### src/rtl/tpu_tile_sequencer.sv
// tpu_tile_sequencer: start/end_ handshaked controller for one TPU tile
// (weight pop, array reload, row streaming, result write-back tagging).
module tpu_tile_sequencer #(
    parameter int ADDRESSSIZE = 10,
    parameter int MATRIX_SIZE = 8,
    parameter int PIPE_LAT    = 2*MATRIX_SIZE+2
) (
    input  logic                   clk,
    input  logic                   rstn,
    input  logic                   start,
    input  logic                   abort,
    input  logic [ADDRESSSIZE-1:0] cfg_in_base,
    input  logic [ADDRESSSIZE-1:0] cfg_out_base,
    input  logic [ADDRESSSIZE-1:0] cfg_num_rows,
    input  logic                   fifo_empty,
    output logic                   fifo_read_enable,
    output logic                   we_rl,
    output logic                   ub_rd_en,
    output logic [ADDRESSSIZE-1:0] ub_rd_addr,
    output logic                   res_valid,
    output logic [ADDRESSSIZE-1:0] res_addr,
    output logic                   busy,
    output logic                   err,
    output logic                   end_
);
    typedef enum logic [2:0] {S_IDLE, S_POP, S_RELOAD, S_FEED, S_DRAIN, S_DONE} state_t;
    state_t                 r_state;
    logic [ADDRESSSIZE-1:0] r_in_base, r_out_base, r_num, r_row, r_res_cnt;
    logic [PIPE_LAT-1:0]    r_dly;
    logic [PIPE_LAT:0]      w_line;
    logic                   w_pre, w_last;
    // w_pre announces a result row one cycle ahead so res_addr rises together with res_valid
    assign w_line    = {r_dly, ub_rd_en};
    assign w_pre     = w_line[PIPE_LAT-1];
    assign w_last    = (r_res_cnt + ADDRESSSIZE'(w_pre)) == r_num;
    assign res_valid = r_dly[PIPE_LAT-1];
    always_ff @(posedge clk or negedge rstn) begin
        if (!rstn) begin
            r_state          <= S_IDLE;
            r_in_base        <= '0;
            r_out_base       <= '0;
            r_num            <= '0;
            r_row            <= '0;
            r_res_cnt        <= '0;
            r_dly            <= '0;
            fifo_read_enable <= 1'b0;
            we_rl            <= 1'b0;
            ub_rd_en         <= 1'b0;
            ub_rd_addr       <= '0;
            res_addr         <= '0;
            busy             <= 1'b0;
            err              <= 1'b0;
            end_             <= 1'b0;
        end else if (abort) begin
            r_state          <= S_IDLE;
            r_row            <= '0;
            r_res_cnt        <= '0;
            r_dly            <= '0;
            fifo_read_enable <= 1'b0;
            we_rl            <= 1'b0;
            ub_rd_en         <= 1'b0;
            busy             <= 1'b0;
            err              <= 1'b0;
            end_             <= 1'b0;
        end else begin
            fifo_read_enable <= 1'b0;
            we_rl            <= 1'b0;
            err              <= 1'b0;
            end_             <= 1'b0;
            r_dly            <= w_line[PIPE_LAT-1:0];
            if (w_pre) begin
                res_addr  <= r_out_base + r_res_cnt;
                r_res_cnt <= r_res_cnt + 1'b1;
            end
            case (r_state)
                S_IDLE: begin
                    if (start && cfg_num_rows == '0) begin
                        r_state <= S_DONE;
                        busy    <= 1'b1;
                    end else if (start && fifo_empty) begin
                        err <= 1'b1;
                    end else if (start) begin
                        r_in_base        <= cfg_in_base;
                        r_out_base       <= cfg_out_base;
                        r_num            <= cfg_num_rows;
                        r_row            <= '0;
                        r_res_cnt        <= '0;
                        r_state          <= S_POP;
                        fifo_read_enable <= 1'b1;
                        busy             <= 1'b1;
                    end
                end
                S_POP: begin
                    r_state <= S_RELOAD;
                    we_rl   <= 1'b1;
                end
                S_RELOAD: begin
                    r_state    <= S_FEED;
                    ub_rd_en   <= 1'b1;
                    ub_rd_addr <= r_in_base;
                    r_row      <= ADDRESSSIZE'(1);
                end
                S_FEED: begin
                    // r_row counts rows already issued; the last one may also finish the tile when PIPE_LAT=1
                    if (r_row == r_num) begin
                        ub_rd_en <= 1'b0;
                        r_state  <= w_last ? S_DONE : S_DRAIN;
                    end else begin
                        ub_rd_addr <= ub_rd_addr + 1'b1;
                        r_row      <= r_row + 1'b1;
                    end
                end
                S_DRAIN: if (w_last) r_state <= S_DONE;
                S_DONE: begin
                    r_state <= S_IDLE;
                    busy    <= 1'b0;
                    end_    <= 1'b1;
                end
                default: r_state <= S_IDLE;
            endcase
        end
    end
endmodule

### config.mk
export PLATFORM = sky130hd
export DESIGN_NAME = tpu_tile_sequencer
export DESIGN_NICKNAME = d
export VERILOG_FILES = /design/src/rtl/tpu_tile_sequencer.sv
export SDC_FILE = /design/constraint.sdc
export NUM_CORES = 1
export LEC_CHECK = 0
export ABC_AREA = 1
export CORE_ASPECT_RATIO = 1.4
export CORE_MARGIN = 2
export CORE_UTILIZATION = 45
export DETAILED_ROUTE_END_ITERATION = 12
export PLACE_DENSITY = 0.73
export RECOVER_POWER = 100
export SYNTH_ARGS = -nofsm -noshare
export SYNTH_HDL_FRONTEND = slang
export SYNTH_SLANG_ARGS = --single-unit
### constraint.sdc
create_clock -name clk -period 1.8 [get_ports clk]
set_input_delay 0.27 -clock clk [delete_from_list [all_inputs] [get_ports clk]]
set_output_delay 0.27 -clock clk [all_outputs]
set_load 0.005 [all_outputs]
==> metrics.txt <==
status=finished with violations; violated checks=negative setup slack; FF-to-FF Start=r_res_cnt[0]$_DFF_PN0_; CP required=2.06 ns; sw frac=0.3620; clock power share=0.250; Routed WL per cell=14.25 µm; RSZ-0062 raised after global routing=yes; GR Layer Usage met2=0.3745; die width=95.69 µm; first-pass GRT wire length=22,120 µm; P_leak=3.321 nW; detailed placer's ending HPWL=9737 µm; clk_lat worst skew=0.34 ns; Total GRT Usage=0.2195; ranking of synthesized cells by area=dfrtp_1 (46%), nand2_1 (13%), inv_1 (5.7%); final-layout fill cell count=982; placed inst area=6431 µm²; Setup Viol. Count Final=2; pin count of the biggest net entering global routing=38; Slew headroom=0.6002; GR Util met1=0.2604; most common cell after layout, fill and taps aside=nand2_1; GPL Wtd Cong=0.9383; Slew Viols, Final=0; Setup WS post-layout=-0.07878 ns; die area=12,670 µm²; Yosys top cell area share=0.4583; Vias=4,781; Num CTS Buffers=9; post-synth design cell area=5296 µm²; Most Crowded Layer GR=met2; # IOs=62; register bit total from synthesis=97; Worst Setup SP=r_res_cnt[0]$_DFF_PN0_; final period utilization=1.044; Critical Path Sink Type=register; initial antenna violation count=0; # H-tree levels=3; mean post-synth cell area=7.929 µm²; grt total ovfl=0; synth unique cells=45; final hold violation count=0; most frequent cells in the layout=nand2_1 (178), dfrtp_1 (93), inv_1 (76); hold slack=0.4586 ns; CTS Sinks=97; internal power=5.299 mW; Rows=46; Pwr Total=8.305 mW; post-synth top area cell=dfrtp_1; Gate power share=0.366; critical path class=register to register; Detailed Route WL=13,330 µm; crit-path max FO=3; startpoint types=register; Syn Inst Count=668; worst hold path class=primary input to async pin; largest stage delay on the critical path=0.41 ns; Yosys Warn Count=0; Remaining DRCs=0; root buf cell=clkbuf_16; Reg clk slew, reported paths=0.07 ns; Initial Util=0.4648; crit path DAT=2.14 ns; Layout Skew=0.01199 ns; max cap viols=0; Reg power frac=0.384; Sequential Area=2432 µm²; share of post-route cells with drive strength above 1=0.1909; CTS tree=built; post-route ant nets=0; Die Height=132.4 µm; worst reg2reg path depth=9; core area=11,400 µm²; P_sw=3.006 mW; worst slew pin tran=0.5997 ns; PwrDens=1192 nW/µm²; Vias/cell=5.113; 1st-pass router iterations=5; number of global-route vias before repair=4,907; Worst path slowest cell=dfrtp_1; footprint of the multi-input gates=2557 µm²; PortBufs=61; clk buf depth=2; drt first-iter violations=229; worst vdd ir=580.7 µV; Final #Nets=837; met3 Track Usage GR=0.03945; register area share after synthesis=0.4583; Period minus WS final=1.879 ns; ANT cells=0; Synth-to-Final Area Change=31.49%; most common flop cell mapped by yosys=dfrtp_1; Post-synth EDFFs=0; ys async rst share=1.000; design area=6964 µm²; syn nets=718; achievable clock frequency=532.3 MHz; Critical Path, Cell by Cell=ha_2, inv_2, fa_2, o21ai_2, nand2_1, nand2_2, a21oi_2, or2_4, a31oi_2
## flip-flops by register name, indices dropped and copies added (netlist names)
name / count
busy: 1
err: 1
r_out_base: 10
r_dly: 18
fifo_read_enable: 1
ub_rd_addr: 10
r_res_cnt: 10
end_: 1
r_num: 10
r_state: 3
res_addr: 10
r_row: 10
we_rl: 1
ub_rd_en: 1
r_in_base: 10
## cell families (layout without fill, tap and decap cells)
group / count (synthesis) / count (layout) / synth area share
adder cells (fa/ha/maj): 15 / 15 / 0.03685
AND/OR/NAND/NOR: 342 / 342 / 0.2807
flip-flops: 97 / 97 / 0.4583
AO/OA/AOI/OAI: 83 / 83 / 0.09379
XOR/XNOR: 27 / 27 / 0.04465
buffers and inverters: 104 / 227 / 0.08575
## final timing paths
kind	to	slack [ns]
setup / recovery	res_addr[6]$_DFFE_PN0P_	-0.08
hold / removal	r_dly[17]$_DFF_PN0_	0.46
setup reg to reg	res_addr[6]$_DFFE_PN0P_	-0.08
hold reg to reg	r_dly[8]$_DFF_PN0_	0.46
max in group asynchronous	r_row[0]$_DFFE_PN0P_	0.28
min in group clk	r_dly[8]$_DFF_PN0_	0.46
## routing by layer
layer | up-vias | share of wire
met1 | 2255 | 0.41
li1 | 2358 | -
met4 | 0 | 0.040
met3 | 42 | 0.040
met2 | 126 | 0.51
met5 | - | 0
## power by group through the flow
stage / registers, mW / logic [mW] / clock network, mW
2_1_floorplan: 3.10 / 1.83 / 0
4_1_cts: 3.18 / 2.90 / 2.11
3_3_place_gp: 3.19 / 2.77 / 0
6_report: 3.19 / 3.04 / 2.07
3_5_place_dp: 3.21 / 2.87 / 0
5_1_grt: 3.26 / 3.43 / 2.19
## final cells by class
type	count	area share
repair buffers	127	0.1662
clock buffers	10	0.03288
flip-flops and latches	97	0.3493
well taps	144	0.02587
multi-input cells	467	0.3672
clock inverters	5	0.01276
inverters	85	0.04581
## worst max-delay path: cells and delay by family (launching register included)
kind                     cells  cell delay, ns
AO/OA/AOI/OAI                3            0.37
AND/OR/NAND/NOR              3            0.42
flip-flops                   1            0.41
adder cells (fa/ha/maj)      2            0.58
buffers and inverters        1            0.04
## Yosys cell counts, types with 2 or more instances
cell and number:
a211oi_1 2, a21oi_1 16, a31oi_1 3, buf_2 6, buf_4 2, buf_6 6
clkbuf_1 3, dfrtp_1 97, ha_1 14, inv_1 80, inv_2 5, nand2_1 186
nand2_2 3, nand3_1 30, nand3_2 2, nand3b_1 2, nand4_1 16, nor2_1 72
nor2_2 4, nor2_4 3, nor3_1 10, o21ai_0 36, o21ai_1 8, o21ai_2 11
or2_1 3, or2_2 4, xnor2_1 13, xor2_1 14
## repair_timing
item                                   in CTS  in global routing
hold buffers                                1                  0
setup endpoints to repair                   3                 44
pin swaps                                  11                 19
resized for setup                          10                 41
endpoints found under the hold margin      23                  0
buffers inserted                            7                  5
cloned                                      0                  2
## through the flow
step	setup WS (ns)	utilization	TNS (ns)	std cells
global route	-0.1743	0.6111	-4.014	935
detailed placement	-0.1713	0.5643	-4.082	907
finish	-0.07878	0.6111	-0.08494	935
global placement	-0.06880	0.5643	-1.358	907
floorplan	0.05193	-	0	668
CTS	-0.05702	0.5993	-0.07218	929
No activity file was read; power rests on OpenSTA's default activity.
